--- src/rtl/fsmc_fifo_regbank.sv ---
// fsmc_fifo_regbank
// Register bank sitting behind the synchronous FSMC slave interface. Decodes
// single-cycle wen/ren strobes into control/status registers, a scratch
// register and two circular-buffer FIFOs (TX: MCU -> fabric, RX: fabric -> MCU).
// Read data is registered and valid one clock after ren.
//
// Build option: define FSMC_REGBANK_IRQ_EN to implement the CTRL interrupt
// enables (bits 2-3) and the registered level interrupt. When undefined, irq is
// tied low and CTRL bits 2-3 read as zero.

// Circular-buffer FIFO shared by the TX and RX paths.
// Push is accepted only when not full, pop only when not empty; flush wins.
module fsmc_fifo_regbank_fifo #(
  parameter int p_WIDTH = 16,
  parameter int p_AW    = 4
) (
  input  logic               clk,
  input  logic               rst_n,
  input  logic               flush,
  input  logic               push,
  input  logic [p_WIDTH-1:0] push_data,
  input  logic               pop,
  output logic [p_WIDTH-1:0] head,
  output logic [p_AW:0]      count,
  output logic               full,
  output logic               empty
);

  localparam logic [p_AW:0]   CNT_FULL = {1'b1, {p_AW{1'b0}}};
  localparam logic [p_AW:0]   CNT_ONE  = (p_AW+1)'(1);
  localparam logic [p_AW-1:0] PTR_ONE  = p_AW'(1);

  logic [p_WIDTH-1:0] mem [2**p_AW];
  logic [p_AW-1:0]    wptr_q, wptr_d;
  logic [p_AW-1:0]    rptr_q, rptr_d;
  logic [p_AW:0]      cnt_q, cnt_d;
  logic               push_ok;
  logic               pop_ok;

  assign full    = (cnt_q == CNT_FULL);
  assign empty   = (cnt_q == '0);
  assign push_ok = push && !full;
  assign pop_ok  = pop && !empty;
  assign head    = mem[rptr_q];
  assign count   = cnt_q;

  // Next pointers and occupancy; flush overrides any push or pop this cycle.
  always_comb begin
    // NOTE: defaults first so every path assigns every output and no latch is inferred.
    wptr_d = wptr_q;
    rptr_d = rptr_q;
    cnt_d  = cnt_q;
    if (flush) begin
      wptr_d = '0;
      rptr_d = '0;
      cnt_d  = '0;
    end else begin
      if (push_ok) wptr_d = wptr_q + PTR_ONE;
      if (pop_ok)  rptr_d = rptr_q + PTR_ONE;
      unique case ({push_ok, pop_ok})
        2'b10:   cnt_d = cnt_q + CNT_ONE;
        2'b01:   cnt_d = cnt_q - CNT_ONE;
        default: cnt_d = cnt_q;
      endcase
    end
  end

  // Pointer and occupancy registers.
  always_ff @(posedge clk or negedge rst_n) begin
    // NOTE: sequential state is updated with non-blocking assignments only.
    if (!rst_n) begin
      wptr_q <= '0;
      rptr_q <= '0;
      cnt_q  <= '0;
    end else begin
      wptr_q <= wptr_d;
      rptr_q <= rptr_d;
      cnt_q  <= cnt_d;
    end
  end

  // Storage write port.
  // NOTE: the array has no reset; an entry is only ever read after a push has written it.
  always_ff @(posedge clk) begin
    if (push_ok && !flush) mem[wptr_q] <= push_data;
  end

endmodule

module fsmc_fifo_regbank #(
  parameter int p_WIDTH_ADDR = 8,
  parameter int p_WIDTH_DATA = 16,
  parameter int p_FIFO_AW    = 4
) (
  input  logic                    clk,
  input  logic                    rst_n,
  input  logic [p_WIDTH_ADDR-1:0] addr,
  input  logic [p_WIDTH_DATA-1:0] wdata,
  input  logic                    wen,
  input  logic                    ren,
  output logic [p_WIDTH_DATA-1:0] rdata,
  output logic [p_WIDTH_DATA-1:0] tx_data,
  output logic                    tx_valid,
  input  logic                    tx_ready,
  input  logic [p_WIDTH_DATA-1:0] rx_data,
  input  logic                    rx_valid,
  output logic                    rx_ready,
  output logic                    irq
);

  // Word addresses; decodes compare the full address width.
  localparam logic [p_WIDTH_ADDR-1:0] ADDR_CTRL     = p_WIDTH_ADDR'(0);
  localparam logic [p_WIDTH_ADDR-1:0] ADDR_STATUS   = p_WIDTH_ADDR'(1);
  localparam logic [p_WIDTH_ADDR-1:0] ADDR_TX_DATA  = p_WIDTH_ADDR'(2);
  localparam logic [p_WIDTH_ADDR-1:0] ADDR_RX_DATA  = p_WIDTH_ADDR'(3);
  localparam logic [p_WIDTH_ADDR-1:0] ADDR_TX_LEVEL = p_WIDTH_ADDR'(4);
  localparam logic [p_WIDTH_ADDR-1:0] ADDR_RX_LEVEL = p_WIDTH_ADDR'(5);
  localparam logic [p_WIDTH_ADDR-1:0] ADDR_SCRATCH  = p_WIDTH_ADDR'(6);

  // Bus decode strobes.
  logic wr_ctrl, wr_status, wr_tx_data, wr_scratch, rd_rx_data;
  logic tx_flush, rx_flush;

  assign wr_ctrl    = wen && (addr == ADDR_CTRL);
  assign wr_status  = wen && (addr == ADDR_STATUS);
  assign wr_tx_data = wen && (addr == ADDR_TX_DATA);
  assign wr_scratch = wen && (addr == ADDR_SCRATCH);
  assign rd_rx_data = ren && (addr == ADDR_RX_DATA);

  // Flush bits are strobes only; they are never stored, so they read back 0.
  assign tx_flush = wr_ctrl && wdata[0];
  assign rx_flush = wr_ctrl && wdata[1];

  // FIFO status.
  logic [p_WIDTH_DATA-1:0] rx_head;
  logic [p_FIFO_AW:0]      tx_cnt, rx_cnt;
  logic                    tx_full, tx_empty, rx_full, rx_empty;

  // TX: MCU pushes through TX_DATA writes, fabric pops with tx_ready.
  fsmc_fifo_regbank_fifo #(
    .p_WIDTH (p_WIDTH_DATA),
    .p_AW    (p_FIFO_AW)
  ) u_tx_fifo (
    .clk       (clk),
    .rst_n     (rst_n),
    .flush     (tx_flush),
    .push      (wr_tx_data),
    .push_data (wdata),
    .pop       (tx_ready),
    .head      (tx_data),
    .count     (tx_cnt),
    .full      (tx_full),
    .empty     (tx_empty)
  );

  // RX: fabric pushes with rx_valid, MCU pops through RX_DATA reads.
  fsmc_fifo_regbank_fifo #(
    .p_WIDTH (p_WIDTH_DATA),
    .p_AW    (p_FIFO_AW)
  ) u_rx_fifo (
    .clk       (clk),
    .rst_n     (rst_n),
    .flush     (rx_flush),
    .push      (rx_valid),
    .push_data (rx_data),
    .pop       (rd_rx_data),
    .head      (rx_head),
    .count     (rx_cnt),
    .full      (rx_full),
    .empty     (rx_empty)
  );

  assign tx_valid = !tx_empty;
  assign rx_ready = !rx_full;

  // Registers.
  logic [p_WIDTH_DATA-1:0] scratch_q, scratch_d;
  logic [p_WIDTH_DATA-1:0] rdata_q, rdata_d;
  logic [p_WIDTH_DATA-1:0] rd_val;
  logic                    tx_ovf_q, tx_ovf_d;
  logic                    rx_udf_q, rx_udf_d;
  logic [1:0]              ctrl_ie;   // {IE_TXE, IE_RXNE} as seen by reads

  // Sticky error flags (W1C, a same-cycle set beats the clear) and scratch.
  always_comb begin
    tx_ovf_d  = (tx_ovf_q && !(wr_status && wdata[4])) || (wr_tx_data && tx_full);
    rx_udf_d  = (rx_udf_q && !(wr_status && wdata[5])) || (rd_rx_data && rx_empty);
    scratch_d = wr_scratch ? wdata : scratch_q;
  end

  // Read-data mux; unmapped and write-only addresses return zero.
  always_comb begin
    rd_val = '0;
    unique case (addr)
      ADDR_CTRL:     rd_val[3:2] = ctrl_ie;
      ADDR_STATUS:   rd_val[5:0] = {rx_udf_q, tx_ovf_q, rx_empty, rx_full, tx_empty, tx_full};
      ADDR_RX_DATA:  rd_val      = rx_empty ? '0 : rx_head;
      ADDR_TX_LEVEL: rd_val[p_FIFO_AW:0] = tx_cnt;
      ADDR_RX_LEVEL: rd_val[p_FIFO_AW:0] = rx_cnt;
      ADDR_SCRATCH:  rd_val      = scratch_q;
      default:       rd_val      = '0;
    endcase
    rdata_d = ren ? rd_val : rdata_q;
  end

  // Register state.
  always_ff @(posedge clk or negedge rst_n) begin
    if (!rst_n) begin
      scratch_q <= '0;
      rdata_q   <= '0;
      tx_ovf_q  <= 1'b0;
      rx_udf_q  <= 1'b0;
    end else begin
      scratch_q <= scratch_d;
      rdata_q   <= rdata_d;
      tx_ovf_q  <= tx_ovf_d;
      rx_udf_q  <= rx_udf_d;
    end
  end

  assign rdata = rdata_q;

`ifdef FSMC_REGBANK_IRQ_EN
  logic ie_rxne_q, ie_rxne_d;
  logic ie_txe_q, ie_txe_d;
  logic irq_q, irq_d;

  // Interrupt enables and the level interrupt, evaluated from registered state.
  always_comb begin
    ie_rxne_d = wr_ctrl ? wdata[2] : ie_rxne_q;
    ie_txe_d  = wr_ctrl ? wdata[3] : ie_txe_q;
    irq_d     = (ie_rxne_q && !rx_empty) || (ie_txe_q && tx_empty) || tx_ovf_q || rx_udf_q;
  end

  // Interrupt registers.
  always_ff @(posedge clk or negedge rst_n) begin
    if (!rst_n) begin
      ie_rxne_q <= 1'b0;
      ie_txe_q  <= 1'b0;
      irq_q     <= 1'b0;
    end else begin
      ie_rxne_q <= ie_rxne_d;
      ie_txe_q  <= ie_txe_d;
      irq_q     <= irq_d;
    end
  end

  assign ctrl_ie = {ie_txe_q, ie_rxne_q};
  assign irq     = irq_q;
`else
  assign ctrl_ie = 2'b00;
  assign irq     = 1'b0;
`endif

endmodule

--- config.mk ---
export PLATFORM = sky130hd
export DESIGN_NAME = fsmc_fifo_regbank
export DESIGN_NICKNAME = d
export VERILOG_FILES = /design/src/rtl/fsmc_fifo_regbank.sv
export SDC_FILE = /design/constraint.sdc
export NUM_CORES = 1
export LEC_CHECK = 0
export BUFFER_PORTS_ARGS = -buffer_cell sky130_fd_sc_hd__clkbuf_2
export CAP_MARGIN = 20
export CORE_MARGIN = 2
export CORE_UTILIZATION = 35
export DETAILED_ROUTE_END_ITERATION = 8
export GPL_ROUTABILITY_DRIVEN = 0
export HOLD_SLACK_MARGIN = 0.03
export SLEW_MARGIN = 20
export SYNTH_ARGS = -nofsm -noshare
export SYNTH_HDL_FRONTEND = slang
export SYNTH_SLANG_ARGS = --single-unit
--- constraint.sdc ---
create_clock -name clk -period 3.4 [get_ports clk]
set_input_delay 0.34 -clock clk [delete_from_list [all_inputs] [get_ports clk]]
set_output_delay 0.34 -clock clk [all_outputs]
set_load 0.01 [all_outputs]
Word-level counts from Yosys, hierarchy flattened

Memories as Yosys holds them, arrays and structs flattened.
Index checks and enable logic that the tools add are counted.
W data, S select, Z words.

Register bits: 60
RAM bits: 512
Memories: 2

Add/sub/neg operators: 8
Equality and inequality tests: 12
Multiplexer cells: 22
Reduce and logical (&&, ||, !) cells: 38

Memories:

| name          | words | bits a word | rd ports | clocked after Yosys merged registers in | wr ports | RTL line | source |
|---|---|---|---|---|---|---|---|
| u_rx_fifo.mem | 16    | 16          | 1        | 0                                       | 1        | 33       | `logic [p_WIDTH-1:0] mem [2**p_AW];` |
| u_tx_fifo.mem | 16    | 16          | 1        | 0                                       | 1        | 33       |  |

Operator list:

| kind                  | number |
|---|---|
| $mux W4               | 8 |
| $eq A8 B3 Y1 const B  | 3 |
| $pmux W10 S2          | 1 |
| $pmux W2 S5           | 2 |
| $pmux W5 S2           | 2 |
| $logic_and A1 B1 Y1   | 19 |
| $add A4 B1 Y4 const B | 4 |
| $eq A8 B2 Y1 const B  | 2 |
| $mux W16              | 1 |
| $add A5 B1 Y5 const B | 2 |
| $eq A5 B5 Y1 const B  | 2 |
| $logic_not A5 Y1      | 2 |
| $mux W5               | 2 |
| $sub A5 B1 Y5 const B | 2 |
| $eq A8 B1 Y1 const B  | 1 |
| $logic_not A1 Y1      | 8 |
| $logic_not A8 Y1      | 1 |
| $reduce_bool A2 Y1    | 4 |
| $reduce_bool A3 Y1    | 2 |
| $pmux W1 S5           | 1 |
| $eq A2 B1 Y1 const B  | 2 |
| $eq A2 B2 Y1 const B  | 2 |
| $mux W1               | 4 |
| $pmux W1 S3           | 1 |
| $logic_or A1 B1 Y1    | 2 |

Longest topological paths before layout

Gate-level depths: netlist of the first run.

Depth after elaboration: 7
Mapped depth: 11

Hierarchy

Synthesis of the first run repeated with hierarchy kept, for this count alone.

Cell total of the unflattened synthesis: 1,141
Area total of the unflattened synthesis: 23,114.7 sq um

Modules (own cells, without submodules):

| module                             | instances | cells an instance | area an instance (sq um) | sequential area each (sq um) |
|---|---|---|---|---|
| fsmc_fifo_regbank_fifo (u_tx_fifo) | 1         | 475               | 10,731.5                 | 8,012.7 |
| fsmc_fifo_regbank_fifo (u_rx_fifo) | 1         | 517               | 10,585.2                 | 8,012.7 |
| fsmc_fifo_regbank                  | 1         | 149               | 1,798.0                  | 850.8 |

Worst setup path before layout of the first run

No wires, ideal clock.

Kind: in2reg
Start point: in addr[3]
End point: mem u_tx_fifo.mem[3][0], enable pin
Arrival time: 2.923 ns
Data required time: 2.970 ns
Slack: 0.046 ns
Cell stages on the path: 5
Path buffers: 1
Cells stage by stage: or4_4 -> buf_6 -> nor3_2 -> nand2_1 -> nor4_1

Cells in the longest elaborated chain, start to end: 7
Elaborated cells on any way between the ends: 10
Those cells by class: eq/ne (1); mux (2); reduce/logical (7)

RTL lines:

| element                           | RTL line | source |
|---|---|---|
| start: declaration                | 97       | `input logic [p_WIDTH_ADDR-1:0] addr,` |
| $logic_not A8 Y1                  | 124      | `assign wr_ctrl = wen && (addr == ADDR_CTRL);` |
| $logic_and A1 B1 Y1               | 124      |  |
| $logic_and A1 B1 Y1               | 131      | `assign tx_flush = wr_ctrl && wdata[0];` |
| $logic_not A1 Y1                  | 85       | `if (push_ok && !flush) mem[wptr_q] <= push_data;` |
| $logic_and A1 B1 Y1 (*)           | 85       |  |
| $mux W1 (*)                       | 85       |  |
| $mux W1 (implied by the code) (*) | 85       |  |
| end: declaration                  | 33       |  |

Mark *: on every way between the ends. The rest lies on a longest branch, timed or not.

Worst setup path in the final report of the first run

Start point: reg u_tx_fifo.rptr_q[0]
End point: out tx_data[5]

Cells in the longest elaborated chain, start to end: 1

RTL lines:

| element                  | RTL line | source |
|---|---|---|
| start: declaration       | 35       | `logic [p_AW-1:0] rptr_q, rptr_d;` |
| start signal: assignment | 77       | `rptr_q <= rptr_d;` |
| $mem_v2 Z16 W16          | n/a      |  |
| end: declaration         | 102      | `output logic [p_WIDTH_DATA-1:0] tx_data,` |

Every way passes these cells.

==> results of run 1 <==
worst max-delay path by stage:
stage | to | cells after the start | slack, ns | startpoint
global route | tx_data[5] | 4 | 0.18 | u_tx_fifo.rptr_q[0]
finish | tx_data[5] | 4 | 0.31 | u_tx_fifo.rptr_q[0]
global placement | u_rx_fifo.count[4] | 11 | 0.51 | addr[3]
detailed placement | u_rx_fifo.count[4] | 11 | 0.50 | addr[3]
CTS | tx_data[5] | 4 | 0.21 | u_tx_fifo.rptr_q[0]
floorplan | u_tx_fifo.mem[3][0] | 5 | 0.05 | addr[3]
registers in the layout (all words and copies together) (netlist names), 4 cells and up:
| register | flops |
|---|---|
| u_rx_fifo.count | 5 |
| u_rx_fifo.rptr_q | 4 |
| u_tx_fifo.mem | 256 |
| u_tx_fifo.rptr_q | 4 |
| u_tx_fifo.wptr_q | 4 |
| u_tx_fifo.count | 5 |
| rdata | 16 |
| u_rx_fifo.wptr_q | 4 |
| u_rx_fifo.mem | 256 |
| scratch_q | 16 |
where the power goes:
part	internal, mW	switching [mW]	leakage (nW)	total, mW
sequential	8.09	0.413	5.39	8.51
combinational	1.68	1.74	2.35	3.42
clock	4.12	2.71	1.00	6.83
cells by family (layout without fill, tap and decap cells):
group,count (synthesis),in the layout
flip-flops,572,572
adder cells (fa/ha/maj),14,14
XOR/XNOR,21,21
buffers and inverters,78,259
other,1,1
AO/OA/AOI/OAI,72,72
multiplexers,181,181
AND/OR/NAND/NOR,151,151
per-layer routing:
| metal | track usage | up-vias |
|---|---|---|
| li1 | - | 4768 |
| met1 | 0.208 | 5878 |
| met2 | 0.257 | 238 |
| met3 | 0.0251 | 79 |
| met4 | 0.0431 | 4 |
| met5 | 0 | - |
timing repair:
item,4_1_cts,5_1_grt
setup endpoints to repair,0,0
hold buffers,1,0
endpoints found under the hold margin,60,0
metrics by stage:
step           hold slack, ns  std cells
4_1_cts                0.0843       2126
6_report                0.114       2126
2_1_floorplan          0.0444       1090
3_3_place_gp            0.469       2016
5_1_grt                 0.135       2126
3_5_place_dp            0.488       2016
layout make-up:
type / count / area, um2
Multi-Input combinational cell: 440 / 5710
Sequential cell: 572 / 16900
Clock buffer: 78 / 1580
Tap cell: 855 / 1070
Timing Repair Buffer: 132 / 873
Clock inverter: 31 / 490
Fill cell: 5701 / 37800
Inverter: 18 / 67.6
layout by cell type (no fill, tap or decap), types with 4 or more instances in the layout:
cell	instances
a21oi_1	13
a221o_1	10
a32oi_1	5
and2_1	14
buf_12	6
buf_4	47
bufinv_16	11
clkbuf_1	15
clkbuf_16	58
clkbuf_2	78
clkbuf_8	5
clkinv_2	9
dfrtp_1	56
edfxtp_1	512
ha_1	14
inv_1	18
mux2_2	18
mux4_2	160
nand2_1	28
nand3_1	4
nor2_1	32
nor2_2	9
nor2b_1	19
nor3_1	4
nor3_2	9
nor4_2	5
o21ai_0	10
xnor2_1	6
xor2_1	15
critical path: stages, from the launching register on:
cell and delay [ns]:
dfrtp_4 0.55, buf_4 0.35, mux4_2 0.58, mux4_2 0.49
clkbuf_2 0.14
==> results by group, run 1 <==
Floorplan
  • Core footprint: 0.0645 mm2
  • IO Pins: approximately 80
  • FP Rows: 93
  • Die width: 259 um
  • Die Area: 0.0673 mm2
  • Die Y: around 260 um
  • Initial cell density of the core: 0.354

Logic synthesis
  • Area share of and/or/nand/nor cells after synthesis: 0.0368
  • Synth Area in XOR/XNOR: 0.00805
  • Mapped cell area: between 0.02 and 0.025 mm2
  • Synth Warn #: 0
  • Post-synth top cells: edfxtp_1, mux4_2, dfrtp_1
  • Synth Instances: about 1,100
  • Syn_area_per_cell: 21.0 um2
  • Synth top area share: 0.673
  • EDFF count, synth: between 500 and 600
  • Post-synthesis cell type count: 75
  • Most common flop cell mapped by yosys: edfxtp_1
  • Number of synthesized register bits: 572
  • Post-Syn Nets: between 1,000 and 1,500
  • Sequential element share of the synthesized area: 0.739
  • Post-synthesis compound-gate area fraction: 0.0256
  • Largest family of logic cells by synthesized area: multiplexers
  • FFs w/ async S/R, synth: 0.105
  • Leading area contributor after synthesis: edfxtp_1
  • Largest cells by area after synthesis: edfxtp_1, mux4_2, dfrtp_1
  • Adder and majority gate portion of the synthesized area: 0.00767
  • Post-synthesis mux area share: 0.168
  • Cell with the most instances after synthesis: edfxtp_1

Cells and area
  • Nets: 1,282
  • Final core utilization: 0.414
  • Layout cells sized above 1: 0.352
  • ANT cells: 0
  • Synthesis-to-finish area growth: 16.8%
  • Post-route cell area: 0.0267 mm2

Placement
  • Worst slack at placement: 0.500 ns
  • IO Port Bufs: 79
  • Dpl hpwl: between 30,000 and 40,000 um
  • Area after DPL: 0.0246 mm2

Route
  • 1st-iter DRT viols: 754
  • Final wirelength: 50,900 um
  • Top Layer Used: met5
  • Met2 WL post-DR: 25,400 um
  • Drt pass-1 iters: 4
  • DR DRC count: 0
  • Vias: 10,967
  • Average wire per standard cell: 23.9 um
  • Vias per cell: 5.16
  • Metal-1 WL: ~22,000 um
  • Remaining antenna violation count: 0
  • Metal3 WL: 2300 um

Job
  • Max Cap Violations: 0

Clock network
  • Clk slew on worst S/H paths: 0.06 ns
  • CTS Sinks: 572
  • Post-CTS Setup Inserts: 0
  • CTS tree: built
  • Post-CTS sizing: 0
  • Htree depth: 2
  • Total CTS buffers: 58
  • Clk Latency, worst-skew pair: 0.62 ns
  • Max clock buf depth: 3
  • Clock root cell: clkbuf_16

Worst setup path
  • Worst reg2reg setup slack: 0.58 ns
  • CP Class: reg -> out
  • Worst R2R Path Depth: 10
  • Worst setup EP type: output pin
  • Worst Path Max Fanout: 14
  • Crit path required time: 3.06 ns
  • Critical R2R Launch: u_tx_fifo.count[1]
  • Worst Path Arrival: ~2.8 ns
  • CP Launch Type: flop
  • RR Endpoint: u_tx_fifo.count[4]

STA
  • Crit path time final: 3.09 ns
  • Fin crit share: 0.909
  • Worst rel slew slack: 0.243
  • Clock Skew: 0.0190 ns
  • Final worst slack: 0.309 ns
  • Unrepaired setup endpoints after global routing: false
  • Final setup viols: 0
  • Final-report hold violation count: 0
  • Max Clk Rate: approximately 0.32 GHz
  • Final Slew Violations: 0
  • Setup TNS Final: 0 ns
  • Worst slew pin tran: 1.14 ns

Hold path
  • Hold EP: u_tx_fifo.rptr_q[1]
  • WHS Path Cells: 4
  • Hold Crit Start: tx_ready
  • Worst hold-check path type: in -> reg

Global routing
  • Number of global-route vias before repair: about 12,000
  • Global-route wire length before repair: 76,800 um
  • Initial antenna violation count: 2
  • GRT Total Usage: 0.153
  • Largest net degree at the start of global routing: 61
  • Total congestion overflow: 0

Status
  • Status: complete, no violations

Pwr
  • Cell Pwr Density: roughly 700 mW/mm2
  • Maximum vdd drop: ~0.4 mV
  • Pwr Total: 18.8 mW
  • Pleak: 8.75 nW
Note: power is estimated with default switching activity, not from simulation.
==> inputs of run 2 (changes only) <==
--- a/config.mk
+++ b/config.mk
@@ -9,6 +9,7 @@
 export CAP_MARGIN = 20
 export CORE_MARGIN = 2
 export CORE_UTILIZATION = 35
+export CTS_BUF_LIST = sky130_fd_sc_hd__clkbuf_4 sky130_fd_sc_hd__clkbuf_8
 export DETAILED_ROUTE_END_ITERATION = 8
 export GPL_ROUTABILITY_DRIVEN = 0
 export HOLD_SLACK_MARGIN = 0.03
==> constraint.sdc (replaced) <==
create_clock -name clk -period 2.5 [get_ports clk]
set_input_delay 0.25 -clock clk [delete_from_list [all_inputs] [get_ports clk]]
set_output_delay 0.25 -clock clk [all_outputs]
set_load 0.01 [all_outputs]
==> run 2 against run 1 <==
The run now ends with setup timing left. Clock power up 13%. Clock skew up 0.016 ns. Sequential share of layout area down 2.2 points. Via count up 4.9%. Cell area up 3.6%. Power up 32%. Sequential power up 33%. Critical endpoint is now tx_data[0].
==> results by group, run 2 (synthesis results as in run 1) <==
Status
  • Status: complete, but fails checks
  • Failing checks: setup timing

Cells and area
  • Commonest non-fill, non-tap cells in the layout: edfxtp_1, mux4_2, clkbuf_8
  • Synthesis-to-finish area growth: 20.9%
  • Commonest non-fill, non-tap cell in the layout: edfxtp_1
  • Final core utilization: 0.428
  • Largest registers: u_rx_fifo.mem x256, u_tx_fifo.mem x256
  • Post-route cell area: between 0.02 and 0.03 mm2
  • Register area: between 0.015 and 0.02 mm2
  • Fillcell total: 5,616
  • Layout cells sized above 1: 0.400
  • Multi-input gate area: 0.00585 mm2
  • Nets: ~1,400
  • Fin cells: 2,270

Global routing
  • Global-route wire length before repair: 78,200 um
  • GRT Total Usage: 0.158
  • Number of global-route vias before repair: around 12,000
  • Initial antenna violation count: 1
  • Total congestion overflow: 0
  • Largest net degree at the start of global routing: 47

Worst setup path
  • Critical path's largest stage delay: 0.56 ns
  • Worst reg2reg setup slack: between 0.1 and 0.15 ns
  • Cell family with most CP delay: multiplexers
  • Worst Path Max Fanout: 8
  • RR Endpoint: u_rx_fifo.count[4]
  • CP Launch Type: flop
  • Crit path cell chain: buf_12 > buf_16 > mux4_2 > mux4_2 > clkbuf_2
  • Crit path required time: between 2 and 2.5 ns
  • CP bufs+invs: 3
  • Number of cells on the critical path: 5
  • Worst R2R Path Depth: 10
  • Worst setup path endpoint: tx_data[0]
  • Slowest stage cell, crit path: mux4_2
  • CP Class: reg -> out
  • Critical path's most frequent cell: mux4_2
  • Worst setup EP type: output pin
  • Worst Path Arrival: around 2.7 ns
  • Worst setup startpoint: u_tx_fifo.rptr_q[0]
  • Critical R2R Launch: u_rx_fifo.count[3]

STA
  • Clock Skew: 0.0352 ns
  • Crit path time final: 2.90 ns
  • Final hold slack: slightly below 0.09 ns
  • Worst slew pin tran: 0.628 ns
  • Setup TNS Final: -5.87 ns
  • Final-report hold violation count: 0
  • Max Clk Rate: 0.345 GHz
  • Final setup viols: 16
  • Unrepaired setup endpoints after global routing: true
  • Final worst slack: -0.401 ns
  • Worst rel slew slack: 0.580
  • Fin crit share: 1.16
  • Final Slew Violations: 0

Floorplan
  • Die Y: 259 um
  • Die width: 259 um
  • Initial cell density of the core: 0.354
  • Core footprint: 0.0645 mm2
  • IO Pins: 81
  • Die Area: 0.0673 mm2
  • FP Rows: slightly above 90

Clock network
  • Htree depth: 3
  • Clk slew on worst S/H paths: 0.06 ns
  • CTS Sinks: 572
  • CTS tree: built
  • Clock root cell: clkbuf_8
  • Clk Latency, worst-skew pair: 0.70 ns
  • Total CTS buffers: 90
  • Max clock buf depth: 3

Job
  • Max Cap Violations: 0

Route
  • Average wire per standard cell: 22.9 um
  • Remaining antenna violation count: 0
  • 1st-iter DRT viols: between 800 and 900
  • Final wirelength: 52,100 um
  • Drt pass-1 iters: 5
  • Vias: about 12,000
  • DR DRC count: 0
  • Vias per cell: 5.07

Pwr
  • Pleak: 9.20 nW
  • Cell Pwr Density: roughly 890 mW/mm2
  • Pwr Total: roughly 25 mW
  • Maximum vdd drop: approximately 0.56 mV

Hold path
  • Worst hold-check path type: in -> reg

Placement
  • IO Port Bufs: 79
  • Area after DPL: approximately 0.025 mm2
  • Dpl hpwl: ~32,000 um
  • Placed insts: 2,067
  • Worst slack at placement: -0.164 ns
[run 2: changes by cell type in the layout (fill, tap and decap cells not counted), moves of 15 or more]
cell           previous run  this run
buf_12                    6        27
clkinv_1                  2        22
dlygate4sd3_1             1        30
clkbuf_8                  5        99
clkbuf_1                 15         0
buf_4                    47        78
clkbuf_4                  0        28
clkbuf_16                58         1
[run 2: power by group]
group,leakage [nW],internal [mW],switching (mW)
clock network,0.934,4.08,3.61
registers,5.39,11.0,0.270
logic,2.88,2.91,2.83
[run 2: how the worst min path moves through the flow]
stage,start,to,slack (ns),depth (start not counted)
after CTS,wdata[12],u_tx_fifo.mem[10][12],0.04,1
after detailed placement,rst_n,u_tx_fifo.count[4],0.29,1
after global routing,wdata[1],u_tx_fifo.mem[15][1],0.06,2
after global placement,rst_n,u_tx_fifo.count[4],0.28,1
final,wdata[6],u_tx_fifo.mem[3][6],0.09,1
after floorplan,rst_n,rdata[0],-0.05,0
[run 2: what timing repair did]
item	in CTS	in global routing
endpoints found under the hold margin	448	0
buffers inserted	6	1
gates cloned	2	1
hold buffers	30	0
endpoints found under the setup margin	48	19
pin swaps	0	4
gates resized for setup	10	14
[run 2: routing by layer]
metal  track usage  share of wire
met1         0.209           0.42
met3        0.0354          0.055
met4        0.0442          0.020
met5             0              0
met2         0.261           0.50
[run 2: cell type report]
class                      count  share of cell area
sequential                   572               0.611
antenna                        1           0.0000906
timing repair buffer         221              0.0721
clock buffer                 127              0.0569
tap                          855              0.0387
multi-input combinational    440               0.212
inverter                      18             0.00245
clock inverter                36             0.00670
